===== config.mk =====
export PLATFORM = sky130hd
export DESIGN_NAME = alu_op_issuer
export DESIGN_NICKNAME = d
export VERILOG_FILES = /design/src/rtl/alu_op_issuer.sv
export SDC_FILE = /design/constraint.sdc
export NUM_CORES = 1
export LEC_CHECK = 0
export CORE_ASPECT_RATIO = 1.4
export CORE_MARGIN = 2
export CORE_UTILIZATION = 47
export DETAILED_ROUTE_END_ITERATION = 12
export PLACE_DENSITY = 0.79
export SYNTH_ARGS = -nofsm -noshare
export SYNTH_HDL_FRONTEND = slang
export SYNTH_SLANG_ARGS = --single-unit

===== constraint.sdc =====
create_clock -name clk -period 5.4 [get_ports clk]
set_clock_uncertainty 0.2 [all_clocks]
set_input_delay 1.35 -clock clk [delete_from_list [all_inputs] [get_ports clk]]
set_output_delay 1.35 -clock clk [all_outputs]
set_load 0.01 [all_outputs]

===== src/rtl/alu_op_issuer.sv =====
// alu_op_issuer: buffers RV32I-style integer requests in a small FIFO, decodes
// the head entry onto the combinational ALU port one operation per cycle, and
// returns the registered result with its tag over a valid/ready response port.
module alu_op_issuer #(
  parameter int DEPTH = 2,
  parameter int TAG_W = 4
) (
  input  logic             clk,
  input  logic             rst_n,
  input  logic             req_valid,
  output logic             req_ready,
  input  logic [2:0]       req_funct3,
  input  logic             req_funct7b5,
  input  logic             req_is_imm,
  input  logic             req_lui,
  input  logic [31:0]      req_a,
  input  logic [31:0]      req_b,
  input  logic [TAG_W-1:0] req_tag,
  output logic [3:0]       ALU_op,
  output logic [31:0]      alu_data1,
  output logic [31:0]      alu_data2,
  input  logic [31:0]      ALU_result,
  output logic             rsp_valid,
  input  logic             rsp_ready,
  output logic [31:0]      rsp_result,
  output logic [TAG_W-1:0] rsp_tag,
  output logic             rsp_illegal,
  output logic [15:0]      issue_count
);

  localparam int PTR_W = $clog2(DEPTH);

  localparam logic [3:0] OP_ADD  = 4'b0000;
  localparam logic [3:0] OP_SUB  = 4'b0001;
  localparam logic [3:0] OP_SLL  = 4'b0010;
  localparam logic [3:0] OP_SLT  = 4'b0011;
  localparam logic [3:0] OP_SLTU = 4'b0100;
  localparam logic [3:0] OP_XOR  = 4'b0101;
  localparam logic [3:0] OP_SRL  = 4'b0110;
  localparam logic [3:0] OP_SRA  = 4'b0111;
  localparam logic [3:0] OP_OR   = 4'b1000;
  localparam logic [3:0] OP_AND  = 4'b1001;
  localparam logic [3:0] OP_PASS = 4'b1010;
  localparam logic [3:0] OP_NOP  = 4'b1111;

  // Decode result packing: {illegal, is_shift, opcode[3:0]}.
  function automatic logic [5:0] decode_op(
    input logic [2:0] funct3,
    input logic       funct7b5,
    input logic       is_imm,
    input logic       lui
  );
    logic [3:0] op;
    logic       shift;
    logic       illegal;
    op      = OP_NOP;
    shift   = 1'b0;
    illegal = 1'b0;
    if (lui) begin
      op = OP_PASS;
    end else begin
      case (funct3)
        3'b000: op = (funct7b5 && !is_imm) ? OP_SUB : OP_ADD;
        3'b001: begin
          shift = 1'b1;
          if (funct7b5) begin
            // SLL has no funct7b5 variant; the ALU sees a NOP for it.
            illegal = 1'b1;
            op      = OP_NOP;
          end else begin
            op = OP_SLL;
          end
        end
        3'b010: op = OP_SLT;
        3'b011: op = OP_SLTU;
        3'b100: op = OP_XOR;
        3'b101: begin
          shift = 1'b1;
          op    = funct7b5 ? OP_SRA : OP_SRL;
        end
        3'b110: op = OP_OR;
        3'b111: op = OP_AND;
        default: op = OP_NOP;
      endcase
    end
    return {illegal, shift, op};
  endfunction

  // Request storage (data only, no reset needed; validity comes from pointers)
  logic [2:0]       fifo_funct3_q [DEPTH];
  logic             fifo_f7b5_q   [DEPTH];
  logic             fifo_imm_q    [DEPTH];
  logic             fifo_lui_q    [DEPTH];
  logic [31:0]      fifo_a_q      [DEPTH];
  logic [31:0]      fifo_b_q      [DEPTH];
  logic [TAG_W-1:0] fifo_tag_q    [DEPTH];

  // Pointers carry an extra wrap bit so full and empty stay distinct.
  logic [PTR_W:0] wr_ptr_q, wr_ptr_d;
  logic [PTR_W:0] rd_ptr_q, rd_ptr_d;

  logic             rsp_valid_q,   rsp_valid_d;
  logic [31:0]      rsp_result_q,  rsp_result_d;
  logic [TAG_W-1:0] rsp_tag_q,     rsp_tag_d;
  logic             rsp_illegal_q, rsp_illegal_d;
  logic [15:0]      issue_count_q, issue_count_d;

  logic             empty_s;
  logic             full_s;
  logic             push_s;
  logic             issue_s;
  logic [PTR_W-1:0] wr_idx_s;
  logic [PTR_W-1:0] rd_idx_s;
  logic [5:0]       dec_s;

  assign wr_idx_s = wr_ptr_q[PTR_W-1:0];
  assign rd_idx_s = rd_ptr_q[PTR_W-1:0];
  assign empty_s  = (wr_ptr_q == rd_ptr_q);
  assign full_s   = (wr_ptr_q[PTR_W] != rd_ptr_q[PTR_W]) && (wr_idx_s == rd_idx_s);
  assign push_s   = req_valid && !full_s;
  assign issue_s  = !empty_s && (!rsp_valid_q || rsp_ready);
  assign dec_s    = decode_op(fifo_funct3_q[rd_idx_s], fifo_f7b5_q[rd_idx_s],
                              fifo_imm_q[rd_idx_s], fifo_lui_q[rd_idx_s]);

  // Drive the ALU from the head entry on issue cycles, NOP pattern otherwise
  always_comb begin
    ALU_op    = OP_NOP;
    alu_data1 = 32'd0;
    alu_data2 = 32'd0;
    if (issue_s) begin
      ALU_op    = dec_s[3:0];
      alu_data1 = fifo_a_q[rd_idx_s];
      alu_data2 = dec_s[4] ? {27'd0, fifo_b_q[rd_idx_s][4:0]} : fifo_b_q[rd_idx_s];
    end else begin
      ALU_op    = OP_NOP;
      alu_data1 = 32'd0;
      alu_data2 = 32'd0;
    end
  end

  // Next-state for pointers, response register and issue counter
  always_comb begin
    wr_ptr_d      = wr_ptr_q;
    rd_ptr_d      = rd_ptr_q;
    rsp_valid_d   = rsp_valid_q;
    rsp_result_d  = rsp_result_q;
    rsp_tag_d     = rsp_tag_q;
    rsp_illegal_d = rsp_illegal_q;
    issue_count_d = issue_count_q;
    if (push_s) begin
      wr_ptr_d = wr_ptr_q + (PTR_W+1)'(1);
    end else begin
      wr_ptr_d = wr_ptr_q;
    end
    if (issue_s) begin
      rd_ptr_d      = rd_ptr_q + (PTR_W+1)'(1);
      rsp_valid_d   = 1'b1;
      rsp_result_d  = dec_s[5] ? 32'd0 : ALU_result;
      rsp_tag_d     = fifo_tag_q[rd_idx_s];
      rsp_illegal_d = dec_s[5];
      issue_count_d = issue_count_q + 16'd1;
    end else if (rsp_ready) begin
      // Accepted with nothing new behind it: drop valid, keep the data.
      rsp_valid_d = 1'b0;
    end else begin
      rsp_valid_d = rsp_valid_q;
    end
  end

  // Write accepted requests at the FIFO tail
  always_ff @(posedge clk) begin
    if (push_s) begin
      fifo_funct3_q[wr_idx_s] <= req_funct3;
      fifo_f7b5_q[wr_idx_s]   <= req_funct7b5;
      fifo_imm_q[wr_idx_s]    <= req_is_imm;
      fifo_lui_q[wr_idx_s]    <= req_lui;
      fifo_a_q[wr_idx_s]      <= req_a;
      fifo_b_q[wr_idx_s]      <= req_b;
      fifo_tag_q[wr_idx_s]    <= req_tag;
    end
  end

  // Control state flops with asynchronous reset
  always_ff @(posedge clk or negedge rst_n) begin
    if (!rst_n) begin
      wr_ptr_q      <= '0;
      rd_ptr_q      <= '0;
      rsp_valid_q   <= 1'b0;
      rsp_result_q  <= 32'd0;
      rsp_tag_q     <= '0;
      rsp_illegal_q <= 1'b0;
      issue_count_q <= 16'd0;
    end else begin
      wr_ptr_q      <= wr_ptr_d;
      rd_ptr_q      <= rd_ptr_d;
      rsp_valid_q   <= rsp_valid_d;
      rsp_result_q  <= rsp_result_d;
      rsp_tag_q     <= rsp_tag_d;
      rsp_illegal_q <= rsp_illegal_d;
      issue_count_q <= issue_count_d;
    end
  end

  assign req_ready   = !full_s;
  assign rsp_valid   = rsp_valid_q;
  assign rsp_result  = rsp_result_q;
  assign rsp_tag     = rsp_tag_q;
  assign rsp_illegal = rsp_illegal_q;
  assign issue_count = issue_count_q;

endmodule


# Yosys cells after proc, flatten, opt, wreduce, memory -nomap -nowiden
# Memories as Yosys holds them, arrays and structs flattened. A register that Yosys moved wholly into a read port is not among the register bits.
# Index checks and enable logic that the tools add are counted.
# word_totals
regBits	54
latchBits	0
ram_bits	148
romBits	0
output_inout_bits	123
wordCells	58
n_memories	7
# classes
add_sub_neg	3
multipliers	0
n_div	0
n_lt_le_gt_ge	0
n_eq_ne	10
shift	0
mux	19
bitwise	0
n_reduce_logical	13
# memory_table
name	depth	width	read_ports	rd_ports_with_merged_regs	wr	line	rtl
fifo_a_q	2	32	1	0	1	94	logic [31:0] fifo_a_q [DEPTH];
fifo_b_q	2	32	1	0	1	95	logic [31:0] fifo_b_q [DEPTH];
fifo_tag_q	2	4	1	1	1	96	logic [TAG_W-1:0] fifo_tag_q [DEPTH];
fifo_funct3_q	2	3	1	0	1	90	logic [2:0] fifo_funct3_q [DEPTH];
fifo_f7b5_q	2	1	1	0	1	91	logic fifo_f7b5_q [DEPTH];
fifo_imm_q	2	1	1	0	1	92	logic fifo_imm_q [DEPTH];
1 more memories	--	--	--	--	--	--	
# op_table
op	count
$mux W32	4
$pmux W4 S8	1
$add A16 B1 Y16 const B	1
$eq A3 B3 Y1 const B	4
$mux W4	3
$mux W1	11
$eq A3 B2 Y1 const B	2
$logic_not A1 Y1	5
$add A2 B1 Y2 const B	2
$logic_and A1 B1 Y1	4
$eq A3 B1 Y1 const B	1
$logic_not A3 Y1	1
$eq A2 B2 Y1	1
$reduce_bool A2 Y1	1
$reduce_or A2 Y1	1
$eq A1 B1 Y1	1
$logic_or A1 B1 Y1	1
$ne A1 B1 Y1	1

# Depth between registers and ports, before layout
# An unclocked memory read counts as a cell.
# depth
word_depth	7
mapped_depth	7

# Least setup slack after synthesis
# No wires, ideal clock.
# synth_path
path_kind	input -> register
start	input req_valid
end	memory fifo_a_q[0][0] (enable)
setup_time_ns	0.506
arrival_time_ns	4.514
slack_ns	0.180
stages	2
n_path_buf	0
path_cell_list	nand2_1 > nor2_1
# synth_via
elab_chain_cells	3
# synth_rtl
item	line	rtl
start: declaration	10	input logic req_valid,
$logic_and A1 B1 Y1	120	assign push_s = req_valid && !full_s;
$mux W1	172	if (push_s) begin
$mux W1 (implied by the code)	177	fifo_a_q[wr_idx_s] <= req_a;
end: declaration	94	
# Every way passes these cells.

# Final worst setup path
# layout_path
start	register rd_ptr_q[0]
end	output alu_data2[19]
# layout_via
elab_chain_cells	7
word_cells_on_any_way	13
classes_between	3 x eq/ne; 4 x mux; 3 x reduce/logical; 3 x memory
# layout_rtl
item	line	rtl
start: declaration	100	logic [PTR_W:0] rd_ptr_q, rd_ptr_d;
start signal: assignment	195	rd_ptr_q <= rd_ptr_d;
$mem_v2 Z2 W3	--	
$eq A3 B1 Y1 or $eq A3 B3 Y1 (tied branches)	62	case (funct3)
$reduce_or A2 Y1 (no source line)	--	
$mux W1	62	
$mux W1	59	if (lui) begin
$mux W32	133	alu_data2 = dec_s[4] ? {27'd0, fifo_b_q[rd_idx_s][4:0]} : fifo_b_q[rd_idx_s];
$mux W32 *	130	if (issue_s) begin
end: declaration	21	output logic [31:0] alu_data2,
# Every way passes the cells marked *; elsewhere a longest branch is shown, timed or not.

==> results.sh <==
export IMPL_routabilityCongestion=0.830
export IMPL_critPathCaptureType="primary output"
export IMPL_synth_async_reset_ratio_pct=28.2
export IMPL_viasPerCell=5.23
export IMPL_grt_util_all_layers_pct=19.2
export IMPL_antenna_found_initial=1
export IMPL_cp_required_ns=3.85
export IMPL_clock_sinks=206
export IMPL_finalCriticalPeriod_ns=5.08
export IMPL_netlist_area_um2=7940
export IMPL_peakVddDrop_mv=0.367
export IMPL_grt_pass1_vias=5267
export IMPL_synth_seq_cells=206
export IMPL_yosys_warnings=0
export IMPL_drv_slew=0
export IMPL_p_switching_mw=2.27
export IMPL_max_slew_margin_pct=18.9
export IMPL_synth_ff_type="edfxtp_1"
export IMPL_crit_arrival_ns=3.53
export IMPL_synth_top_cells_by_count="edfxtp_1, mux2i_1, nor2_1"
export IMPL_drt_total_wl_um=17700
export IMPL_dieArea_um2=18000
export IMPL_grt_max_degree=76
export IMPL_syn_nets=607
export IMPL_cts_buffer_depth=3
export IMPL_synth_cell_types=38
export IMPL_drv_cap=0
export IMPL_synth_edf_count=148
export IMPL_swShare_pct=33.7
export IMPL_p_int_mw=4.47
export IMPL_cts_resized=0
export IMPL_synth_top_cell_by_area="edfxtp_1"
export IMPL_antenna_cells=0
export IMPL_p_per_area_nw_per_um2=606
export IMPL_setup_violations=0
export IMPL_hold_viol_final=0
export IMPL_coreArea_um2=16700
export IMPL_fin_nets=845
export IMPL_status="complete, no violations"
export IMPL_die_w_um=114
export IMPL_hpwl_um=11900
export IMPL_clk_pin_slew_worst_paths_ns=0.06
export IMPL_setup_tns_final_ns=0
export IMPL_p_leak_nw=4.23
export IMPL_rows=56
export IMPL_worstHoldPathType="reg -> reg"
export IMPL_drt_initial_drc_count=263
export IMPL_die_h_um=158
export IMPL_io_buffers=232
export IMPL_synth_top_cells_by_area="edfxtp_1, dfrtp_1, mux2i_1"
export IMPL_crit_fanout=36
export IMPL_io_pins=233
export IMPL_firstDrtPassIters=4
export IMPL_power_frac_clock_pct=19.9
export IMPL_ant_nets=0
export IMPL_area_delta_synth_final_pct=39.9
export IMPL_num_vias=4973
export IMPL_post_cts_setup_buffer_count=0
export IMPL_numCtsBuffers=21
export IMPL_p_seq_share_pct=38.0
export IMPL_ctsHtreeMaxLevel=1
export IMPL_period_share_pct=94.0
export IMPL_critPathLaunchType="flip-flop"
export IMPL_tightest_slew_ns=1.21
export IMPL_synthCells=496
export IMPL_fmaxAchievable_mhz=197
export IMPL_p_comb_share_pct=42.1
export IMPL_clk_latency_ns=0.48
export IMPL_ys_seq_area_share_pct=74.2
export IMPL_drc=0
export IMPL_grt_remaining_overflow=0
export IMPL_postSynthAreaPerCell_um2=16.0
export IMPL_clockRootBuffer="clkbuf_16"
export IMPL_grt_pass1_wl_um=27000
export IMPL_yosysMostFrequentCell="edfxtp_1"
export IMPL_initial_core_util_pct=47.6
export IMPL_rsz0062_at_grt="false"
export IMPL_p_total_mw=6.73
export IMPL_wire_per_inst_um=18.6
export IMPL_holdBufCountCts=0
export IMPL_path_class="reg -> out"
export IMPL_drive_gt1_share_pct=7.09
export IMPL_netlist_area_leader_share_pct=55.9
export IMPL_cts_tree="built"
[power by group through the flow]
stage | sequential, mW | clock [mW] | combinational [mW]
floorplan | 2.59 | 0 | 1.47
global placement | 2.57 | 0 | 2.77
detailed placement | 2.60 | 0 | 2.86
CTS | 2.57 | 1.38 | 2.88
global route | 2.62 | 1.44 | 3.05
finish | 2.56 | 1.34 | 2.83
[layout make-up]
cell class	instances	area, um^2
clock buffer	25	582
clock inverter	12	61.3
timing repair buffer	238	2370
tap	203	254
sequential	206	5900
fill	1191	5560
multi-input combinational	267	1950
[worst paths after layout]
kind | startpoint | endpoint | slack [ns] | cells after the start
hold reg to reg | issue_count[15]$_DFFE_PN0P_ | issue_count[15]$_DFFE_PN0P_ | 0.26 | 1
setup reg to reg | rd_ptr_q[0]$_DFFE_PN0P_ | fifo_a_q[0][24]$_DFFE_PP_ | 2.28 | 5
hold / removal | issue_count[15]$_DFFE_PN0P_ | issue_count[15]$_DFFE_PN0P_ | 0.26 | 1
max in group asynchronous | rst_n | rd_ptr_q[0]$_DFFE_PN0P_ | 3.69 | 2
min in group asynchronous | rst_n | issue_count[15]$_DFFE_PN0P_ | 0.79 | 2
setup / recovery | rd_ptr_q[0]$_DFFE_PN0P_ | alu_data2[19] | 0.32 | 4
[cells by family after synthesis]
| kind of cell | after synthesis | synth area share, % |
|---|---|---|
| flip-flops | 206 | 74.2 |
| buffers and inverters | 23 | 1.59 |
| AO/OA/AOI/OAI | 51 | 5.54 |
| adder cells (fa/ha/maj) | 1 | 0.157 |
| multiplexers | 75 | 9.50 |
| AND/OR/NAND/NOR | 117 | 6.46 |
| XOR/XNOR | 23 | 2.54 |
[registers in the layout, summed over array words and instances, names as in the netlist]
name / count
fifo_a_q: 64
fifo_b_q: 64
rsp_result: 32
issue_count: 16
fifo_tag_q: 8
fifo_funct3_q: 6
rsp_tag: 4
fifo_f7b5_q: 2
fifo_imm_q: 2
fifo_lui_q: 2
rd_ptr_q: 2
wr_ptr_q: 2
rsp_illegal: 1
rsp_valid: 1
[metal layers]
layer	vias up	track usage, %	wire (um)
met5	-	0	13
met4	2	5.92	363
met3	31	4.98	1490
met2	207	36.6	9380
met1	2405	20.7	6400
li1	2328	-	-
[worst max-delay path: stages (launching register included)]
cell             delay [ns]
dfrtp_4                0.80
mux2_2                 0.48
o31ai_4                1.00
nor2_1                 0.16
clkdlybuf4s50_1        0.56
[layout by cell type (no fill, tap or decap), drive strengths merged, types with 9 or more instances in the layout]
cell type / count
mux2i: 72
nor2: 67
edfxtp: 148
a22o: 32
dfrtp: 58
clkinv: 9
clkdlybuf4s50: 231
xor2: 9
clkbuf: 25
xnor2: 14
nand2: 23
[per-stage QoR]
stage	std cells	worst slack (ns)	utilization (%)	hold slack (ns)	cell area [um^2]
finish	951	0.323	66.7	0.264	11100
global route	951	0.140	66.7	0.300	11100
CTS	951	0.255	66.7	0.269	11100
detailed placement	914	0.431	62.8	0.259	10500
global placement	914	0.515	62.8	0.261	10500
floorplan	496	0.180	-	0.298	7940
Note: power is estimated with default switching activity, not from simulation.
